## config.mk

```make
export PLATFORM = sky130hd
export DESIGN_NAME = music_score_player_flat
export DESIGN_NICKNAME = d
export VERILOG_FILES = /design/src/rtl/music_score_player_if.sv /design/src/rtl/music_score_player.sv /design/src/flat_wrapper.sv
export SDC_FILE = /design/constraint.sdc
export NUM_CORES = 1
export LEC_CHECK = 0
export ABC_AREA = 1
export CAP_MARGIN = 10
export CELL_PAD_IN_SITES_DETAIL_PLACEMENT = 0
export CELL_PAD_IN_SITES_GLOBAL_PLACEMENT = 1
export CORE_MARGIN = 2
export CORE_UTILIZATION = 30
export DETAILED_ROUTE_END_ITERATION = 10
export PLACE_DENSITY = 0.78
export SLEW_MARGIN = 5
export SYNTH_ARGS = -nofsm -noshare
export SYNTH_HDL_FRONTEND = slang
export SYNTH_SLANG_ARGS = --single-unit
```

## constraint.sdc

```tcl
create_clock -name i_clk -period 2 [get_ports i_clk]
set_input_delay 0.4 -clock i_clk [delete_from_list [all_inputs] [get_ports i_clk]]
set_output_delay 0.4 -clock i_clk [all_outputs]
set_load 0.05 [all_outputs]
```

## src/rtl/music_score_player_if.sv

```systemverilog
// Score RAM port: the player (master) drives address, direction and write data;
// the RAM (slave) returns registered key/time one clock after the read address.
interface music_score_player_if #(
  parameter int DataLength  = 4,
  parameter int AddressBits = 5
);
  logic                   read_or_write;
  logic [AddressBits-1:0] address;
  logic [DataLength-1:0]  key_input;
  logic [DataLength-1:0]  time_input;
  logic [DataLength-1:0]  key_output;
  logic [DataLength-1:0]  time_output;

  modport master (
    output read_or_write, address, key_input, time_input,
    input  key_output, time_output
  );

  modport slave (
    input  read_or_write, address, key_input, time_input,
    output key_output, time_output
  );
endinterface

```

## src/rtl/music_score_player.sv

```systemverilog
// Score sequencer: fetches (key,time) entries in address order and holds each key for
// time*TicksPerUnit clocks; 2-clock inter-note gap; host writes pass through only in IDLE.
module music_score_player #(
  parameter int DataLength   = 4,
  parameter int AddressBits  = 5,
  parameter int ScoreLength  = 3,
  parameter int TicksPerUnit = 25000000
) (
  input  logic                   i_clk,
  input  logic                   i_reset,
  input  logic                   i_start,
  input  logic                   i_stop,
  input  logic                   i_loop,
  input  logic                   i_host_write,
  input  logic [AddressBits-1:0] i_host_address,
  input  logic [DataLength-1:0]  i_host_key,
  input  logic [DataLength-1:0]  i_host_time,
  music_score_player_if.master   ram,
  output logic [DataLength-1:0]  o_current_key,
  output logic                   o_note_valid,
  output logic                   o_note_strobe,
  output logic                   o_playing,
  output logic                   o_done
);

  localparam int TW = $clog2(TicksPerUnit);
  localparam logic [TW-1:0]          TICK_LAST = TW'(TicksPerUnit - 1);
  localparam logic [AddressBits-1:0] ADDR_LAST = AddressBits'(ScoreLength - 1);

  typedef enum logic [1:0] {S_IDLE, S_FETCH, S_WAIT, S_PLAY} state_t;

  state_t                 r_state, w_state_nxt;
  logic [AddressBits-1:0] r_address, w_address_nxt;
  logic [DataLength-1:0]  r_current_key, w_key_nxt;
  logic [DataLength-1:0]  r_time, w_time_nxt;
  logic [DataLength-1:0]  r_unit, w_unit_nxt;
  logic [TW-1:0]          r_tick, w_tick_nxt;
  logic                   r_done, w_done_nxt;
  logic                   w_end_score;
  logic                   w_host_wr;

  always_ff @(posedge i_clk) begin
    if (i_reset) begin
      r_state       <= S_IDLE;
      r_address     <= '0;
      r_current_key <= '0;
      r_time        <= '0;
      r_unit        <= '0;
      r_tick        <= '0;
      r_done        <= 1'b0;
    end else begin
      r_state       <= w_state_nxt;
      r_address     <= w_address_nxt;
      r_current_key <= w_key_nxt;
      r_time        <= w_time_nxt;
      r_unit        <= w_unit_nxt;
      r_tick        <= w_tick_nxt;
      r_done        <= w_done_nxt;
    end
  end

  always_comb begin
    w_state_nxt   = r_state;
    w_address_nxt = r_address;
    w_key_nxt     = r_current_key;
    w_time_nxt    = r_time;
    w_unit_nxt    = r_unit;
    w_tick_nxt    = r_tick;
    w_done_nxt    = 1'b0;
    w_end_score   = 1'b0;

    case (r_state)
      S_IDLE: begin
        if (i_start && !i_stop) begin
          w_state_nxt   = S_FETCH;
          w_address_nxt = '0;
        end
      end
      S_FETCH: w_state_nxt = S_WAIT;
      S_WAIT: begin
        // A zero duration marks the end of the score.
        if (ram.time_output == '0) begin
          w_end_score = 1'b1;
        end else begin
          w_key_nxt   = ram.key_output;
          w_time_nxt  = ram.time_output;
          w_tick_nxt  = '0;
          w_unit_nxt  = DataLength'(1);
          w_state_nxt = S_PLAY;
        end
      end
      S_PLAY: begin
        if (r_tick == TICK_LAST) begin
          w_tick_nxt = '0;
          if (r_unit == r_time) begin
            if (r_address < ADDR_LAST) begin
              w_address_nxt = r_address + 1'b1;
              w_state_nxt   = S_FETCH;
            end else begin
              w_end_score = 1'b1;
            end
          end else begin
            w_unit_nxt = r_unit + 1'b1;
          end
        end else begin
          w_tick_nxt = r_tick + 1'b1;
        end
      end
      default: w_state_nxt = S_IDLE;
    endcase

    if (w_end_score) begin
      w_address_nxt = '0;
      if (i_loop) begin
        w_state_nxt = S_FETCH;
      end else begin
        w_state_nxt = S_IDLE;
        w_done_nxt  = 1'b1;
      end
    end

    // Stop overrides everything, including a note end in the same cycle.
    if (i_stop && (r_state != S_IDLE)) begin
      w_state_nxt   = S_IDLE;
      w_address_nxt = '0;
      w_done_nxt    = 1'b0;
    end
  end

  assign w_host_wr = (r_state == S_IDLE) && i_host_write && !i_reset;

  assign ram.read_or_write = !w_host_wr;
  assign ram.address       = w_host_wr ? i_host_address : r_address;
  assign ram.key_input     = w_host_wr ? i_host_key : '0;
  assign ram.time_input    = w_host_wr ? i_host_time : '0;

  assign o_current_key = r_current_key;
  assign o_note_valid  = (r_state == S_PLAY);
  assign o_note_strobe = (r_state == S_PLAY) && (r_tick == '0) && (r_unit == DataLength'(1));
  assign o_playing     = (r_state != S_IDLE);
  assign o_done        = r_done;

endmodule

```

## src/flat_wrapper.sv

```systemverilog
// flat-port wrapper written by rule: the top's interface ports become plain ports
module music_score_player_flat 
#(
  parameter int DataLength   = 4,
  parameter int AddressBits  = 5,
  parameter int ScoreLength  = 3,
  parameter int TicksPerUnit = 25000000
)
  (i_clk, i_reset, i_start, i_stop, i_loop, i_host_write, i_host_address, i_host_key, i_host_time, o_current_key, o_note_valid, o_note_strobe, o_playing, o_done, ram_read_or_write, ram_address, ram_key_input, ram_time_input, ram_key_output, ram_time_output);
  music_score_player_if #(.DataLength(DataLength), .AddressBits(AddressBits)) ram_i ();
  input  logic i_clk;
  input  logic i_reset;
  input  logic i_start;
  input  logic i_stop;
  input  logic i_loop;
  input  logic i_host_write;
  input  logic [AddressBits-1:0] i_host_address;
  input  logic [DataLength-1:0] i_host_key;
  input  logic [DataLength-1:0] i_host_time;
  output logic [DataLength-1:0] o_current_key;
  output logic o_note_valid;
  output logic o_note_strobe;
  output logic o_playing;
  output logic o_done;
  output wire logic [$bits(ram_i.read_or_write)-1:0] ram_read_or_write;
  output wire logic [$bits(ram_i.address)-1:0] ram_address;
  output wire logic [$bits(ram_i.key_input)-1:0] ram_key_input;
  output wire logic [$bits(ram_i.time_input)-1:0] ram_time_input;
  input wire logic [$bits(ram_i.key_output)-1:0] ram_key_output;
  input wire logic [$bits(ram_i.time_output)-1:0] ram_time_output;
  assign ram_read_or_write = ram_i.read_or_write;
  assign ram_address = ram_i.address;
  assign ram_key_input = ram_i.key_input;
  assign ram_time_input = ram_i.time_input;
  assign ram_i.key_output = ram_key_output;
  assign ram_i.time_output = ram_time_output;
  music_score_player #(.DataLength(DataLength), .AddressBits(AddressBits), .ScoreLength(ScoreLength), .TicksPerUnit(TicksPerUnit)) u_core (.i_clk(i_clk), .i_reset(i_reset), .i_start(i_start), .i_stop(i_stop), .i_loop(i_loop), .i_host_write(i_host_write), .i_host_address(i_host_address), .i_host_key(i_host_key), .i_host_time(i_host_time), .ram(ram_i), .o_current_key(o_current_key), .o_note_valid(o_note_valid), .o_note_strobe(o_note_strobe), .o_playing(o_playing), .o_done(o_done));
endmodule
```

==> results.rst <==
.. list-table::
   :header-rows: 1

   * - Metric
     - Value
   * - Status
     - finished, violations left
   * - Violated checks
     - setup timing
   * - Share of the cycle needed by the critical path after routing
     - 102%
   * - Mean instance size in the synthesized netlist
     - 6.70 um^2
   * - Detailed-route wire length per cell
     - 11.7 um
   * - Sequential share of the synthesized area
     - 32.1%
   * - Setup repair after global routing missed its margin
     - yes
   * - Proportion of layout cells with a drive suffix above 1
     - 26.9%
   * - Highest metal layer with signal wires
     - met4
   * - Post-Place Cells
     - 595
   * - Global-route wire length before repair
     - 12200 um
   * - Count of distinct cell types in the synthesized netlist
     - 41
   * - Via count of the first global-routing pass
     - 2686
   * - Utilization after layout
     - 44.4%
   * - Setup Crit Path Kind
     - reg -> out
   * - Total power draw
     - 0.00356 W
   * - Critical path launch point
     - u_core.r_unit[3]
   * - Detailed-router iteration count before antenna repair
     - 4
   * - Antenna violations before repair
     - 0
   * - Largest net degree at the start of global routing
     - 16
   * - Ordered list of cells on the worst path
     - nor4_4, nand4_1, nor4_4, buf_12
   * - Number of port buffers
     - 48
   * - Boundary pin count
     - 49
   * - TritonCTS clock tree
     - yes
   * - Max Clk Rate
     - 489 MHz
   * - Routed length on met3
     - 154 um
   * - Number of setup violations in the final report
     - 1
   * - Chip Width
     - 101 um
   * - Hold WS
     - 0.465 ns
   * - Fraction of power consumed by combinational cells
     - 52.9%
   * - Final count of pins violating max slew
     - 0
   * - Kind of path behind the tightest hold check
     - in -> reg
   * - Fraction of power consumed by the clock network
     - 16.7%
   * - Cell internal power dissipation
     - 0.00205 W
   * - Via count normalized by instance count
     - 4.55
   * - Routed metal-1 wire length
     - 3210 um
   * - Clk sinks
     - 45
   * - Start point of the worst hold path
     - i_reset
   * - Effective utilization at floorplan
     - 30.6%
   * - Core area
     - 9150 um^2
   * - Relative max-transition margin
     - 66.2%
   * - Register bit count reported by yosys
     - 45
   * - Detailed router's first-iteration violation count
     - 101
   * - Most frequent cells after synthesis
     - 90 x nand2_1, 66 x nor2_1, 65 x inv_1, 45 x dfxtp_1, 30 x a21oi_1
   * - Net switching component of the power
     - 0.00151 W
   * - Pin slew with the least headroom to its limit
     - 0.505 ns
   * - HPWL after DPL
     - 5690 um
   * - Max H-tree Level
     - 2
   * - Worst EP arrival
     - 1.65 ns
   * - Number of diodes added for antenna fixing
     - 0
   * - Switching share of total power
     - 42.5%
   * - Number of warning messages in the yosys log
     - 0
   * - Critical Path Fanout Max
     - 3
   * - Area of the mapped netlist
     - 2800 um^2
   * - Total global-route track usage
     - 14.8%
   * - Clock latency of the later-clocked register in the worst-skew pair
     - 0.31 ns
   * - Root buf cell
     - clkbuf_8
   * - Number of enable flip-flop cells after synthesis
     - 0
   * - Max cap viols
     - 0
   * - Library cell with the highest instance count after synthesis
     - nand2_1
   * - Final worst-path setup slack
     - -0.0452 ns
   * - Leftover overflow at the end of global routing
     - 0
   * - Area added between synthesis and finish
     - 44.9%
   * - RePlAce Congestion
     - 0.826
   * - Startpoint class of the critical path
     - flop
   * - CTS clk-pin slew, worst paths
     - 0.10 ns
   * - Total Nets Final
     - 529
   * - DRC Markers
     - 0
   * - P per Cell Area
     - 877 nW/um^2
   * - Amount of wire on met2 after detailed routing
     - 3660 um
   * - Post-synthesis instance total
     - 418
   * - Worst vdd rail ir drop
     - 0.626 mV
   * - Standard-cell rows
     - 35
   * - Detailed Route WL
     - 7110 um
   * - Non-filler instance count after layout
     - 605
   * - Critical path's most frequent cell
     - nor4_4
   * - Height of the die
     - 101 um
   * - Die Outline Area
     - 10100 um^2
   * - Start of the worst register-to-register path
     - u_core.r_tick[12]
   * - Area share of the largest cell type after synthesis
     - 32.1%
   * - Top post-synthesis cells by area
     - dfxtp_1 32%, nand2_1 12%, nor2_1 8.8%
   * - Vias
     - 2751
   * - Cts-stage hold buffer count
     - 0
   * - Crit end category
     - primary output
   * - Fraction of registers with async set or reset after synthesis
     - 0%
   * - Largest stage delay on the critical path
     - 0.35 ns
   * - Deepest clock path buffer count
     - 2
   * - Inserted Clock Buffers
     - 5
   * - Top cell type by total area after synthesis
     - dfxtp_1
   * - Slowest cell on the critical path
     - dfxtp_2
   * - Required @ worst endpoint
     - 1.60 ns
   * - Standby leakage power
     - 1.68 nW
   * - Final antenna-violating net count
     - 0
   * - Fin crit period
     - 2.05 ns
   * - Clock Skews
     - 0.0132 ns
   * - Endpoints failing hold
     - 0
   * - Dominant register cell in the synthesized netlist
     - dfxtp_1
   * - Syn nets
     - 454
   * - Sequential fraction of design power
     - 30.4%
==> layout by cell type (no fill, tap or decap), types with 2 or more instances in the layout <==
master           synthesis  final
nor2_4                   3     11
a21oi_1                 30     26
ha_2                     0      2
nor3_4                   3      3
clkinv_2                 1      2
buf_4                    2     24
nor3_2                   2      3
nor2_1                  66     57
clkbuf_8                 0      5
dfxtp_2                  0      8
nor4_2                   0      2
dfxtp_1                 45     33
nand4_1                  5      5
dfxtp_4                  0      4
nand2_2                  5      5
nand3_4                  1      2
o21ai_1                  2      2
buf_12                   0     18
ha_4                     0      2
nand3_1                 21     20
inv_4                    0      2
nor3_1                  13     12
a21oi_2                  1      4
nor4_4                   0      2
inv_1                   65     59
nor3b_2                  6      6
inv_6                    1      2
inv_2                    2      6
ha_1                     9      5
nand2_4                  4      4
nand2_1                 90     90
o21ai_0                 14     14
nor2_2                   5      6
clkdlybuf4s50_1          0     30
==> layout make-up <==
class                      count  area [um^2]
fill                         917         5090
multi-input combinational    297         1770
sequential                    45          926
timing repair buffer          74          865
inverter                      70          274
tap                          111          139
clock buffer                   5         68.8
clock inverter                 3         21.3
==> worst paths after layout <==
check	to	slack, ns	cells after the start
max	o_note_strobe	-0.05	4
min	u_core.r_time[1]	0.47	3
max reg2reg	u_core.r_state[1]	0.19	13
min reg2reg	u_core.r_unit[1]	0.47	2
==> sequential cells by signal, summed over array words and instances, names as in the netlist <==
| register | flops |
|---|---|
| u_core.r_address | 5 |
| u_core.o_current_key | 4 |
| u_core.o_done | 1 |
| u_core.r_time | 4 |
| u_core.r_unit | 4 |
| u_core.r_tick | 25 |
| u_core.r_state | 2 |
==> stage by stage <==
step                TNS (ns)  cell area [um^2]  setup slack (ns)
detailed placement     -1.40              3800            -0.130
finish               -0.0452              4060           -0.0452
global placement       -1.14              3800            -0.106
global route          -0.246              4060            -0.226
CTS                 -0.00547              4010          -0.00547
floorplan              -2.28              2860            -0.213
==> timing repair <==
action | in CTS | in global routing
setup buffers | 2 | 0
hold endpoints to repair | 0 | 0
endpoints found under the setup margin | 15 | 13
pin swaps | 8 | 5
resized for setup | 36 | 13
==> worst max-delay path: cells and delay by family (launching register included) <==
kind | cells | cell delay [ns]
buf+inv | 1 | 0.18
flops | 1 | 0.35
simple gates | 3 | 0.82
==> power groups by stage <==
stage / sequential (W) / combinational [W] / clock (W)
after floorplan: 0.00114 / 0.00102 / 0
after global placement: 0.00107 / 0.00176 / 0
after detailed placement: 0.00107 / 0.00178 / 0
after CTS: 0.00108 / 0.00188 / 0.000613
after global routing: 0.00110 / 0.00204 / 0.000663
final: 0.00108 / 0.00188 / 0.000595
==> routing by layer <==
metal  GRT usage, %  vias up
met5              0        -
met4           3.48        0
met3           2.36        8
met2           26.8       33
met1           18.3     1238
li1               -     1472
==> kinds of logic after synthesis <==
group / after synthesis / share of synthesized area, %
xor gates and xnor gates: 2 / 0.625
muxes: 1 / 0.402
AOI/OAI and AO/OA: 53 / 10.6
adders and majority gates: 9 / 4.02
buffers and inverters: 76 / 11.1
DFF: 45 / 32.1
and+or+nand+nor: 232 / 41.1
Note: power is estimated with default switching activity, not from simulation.
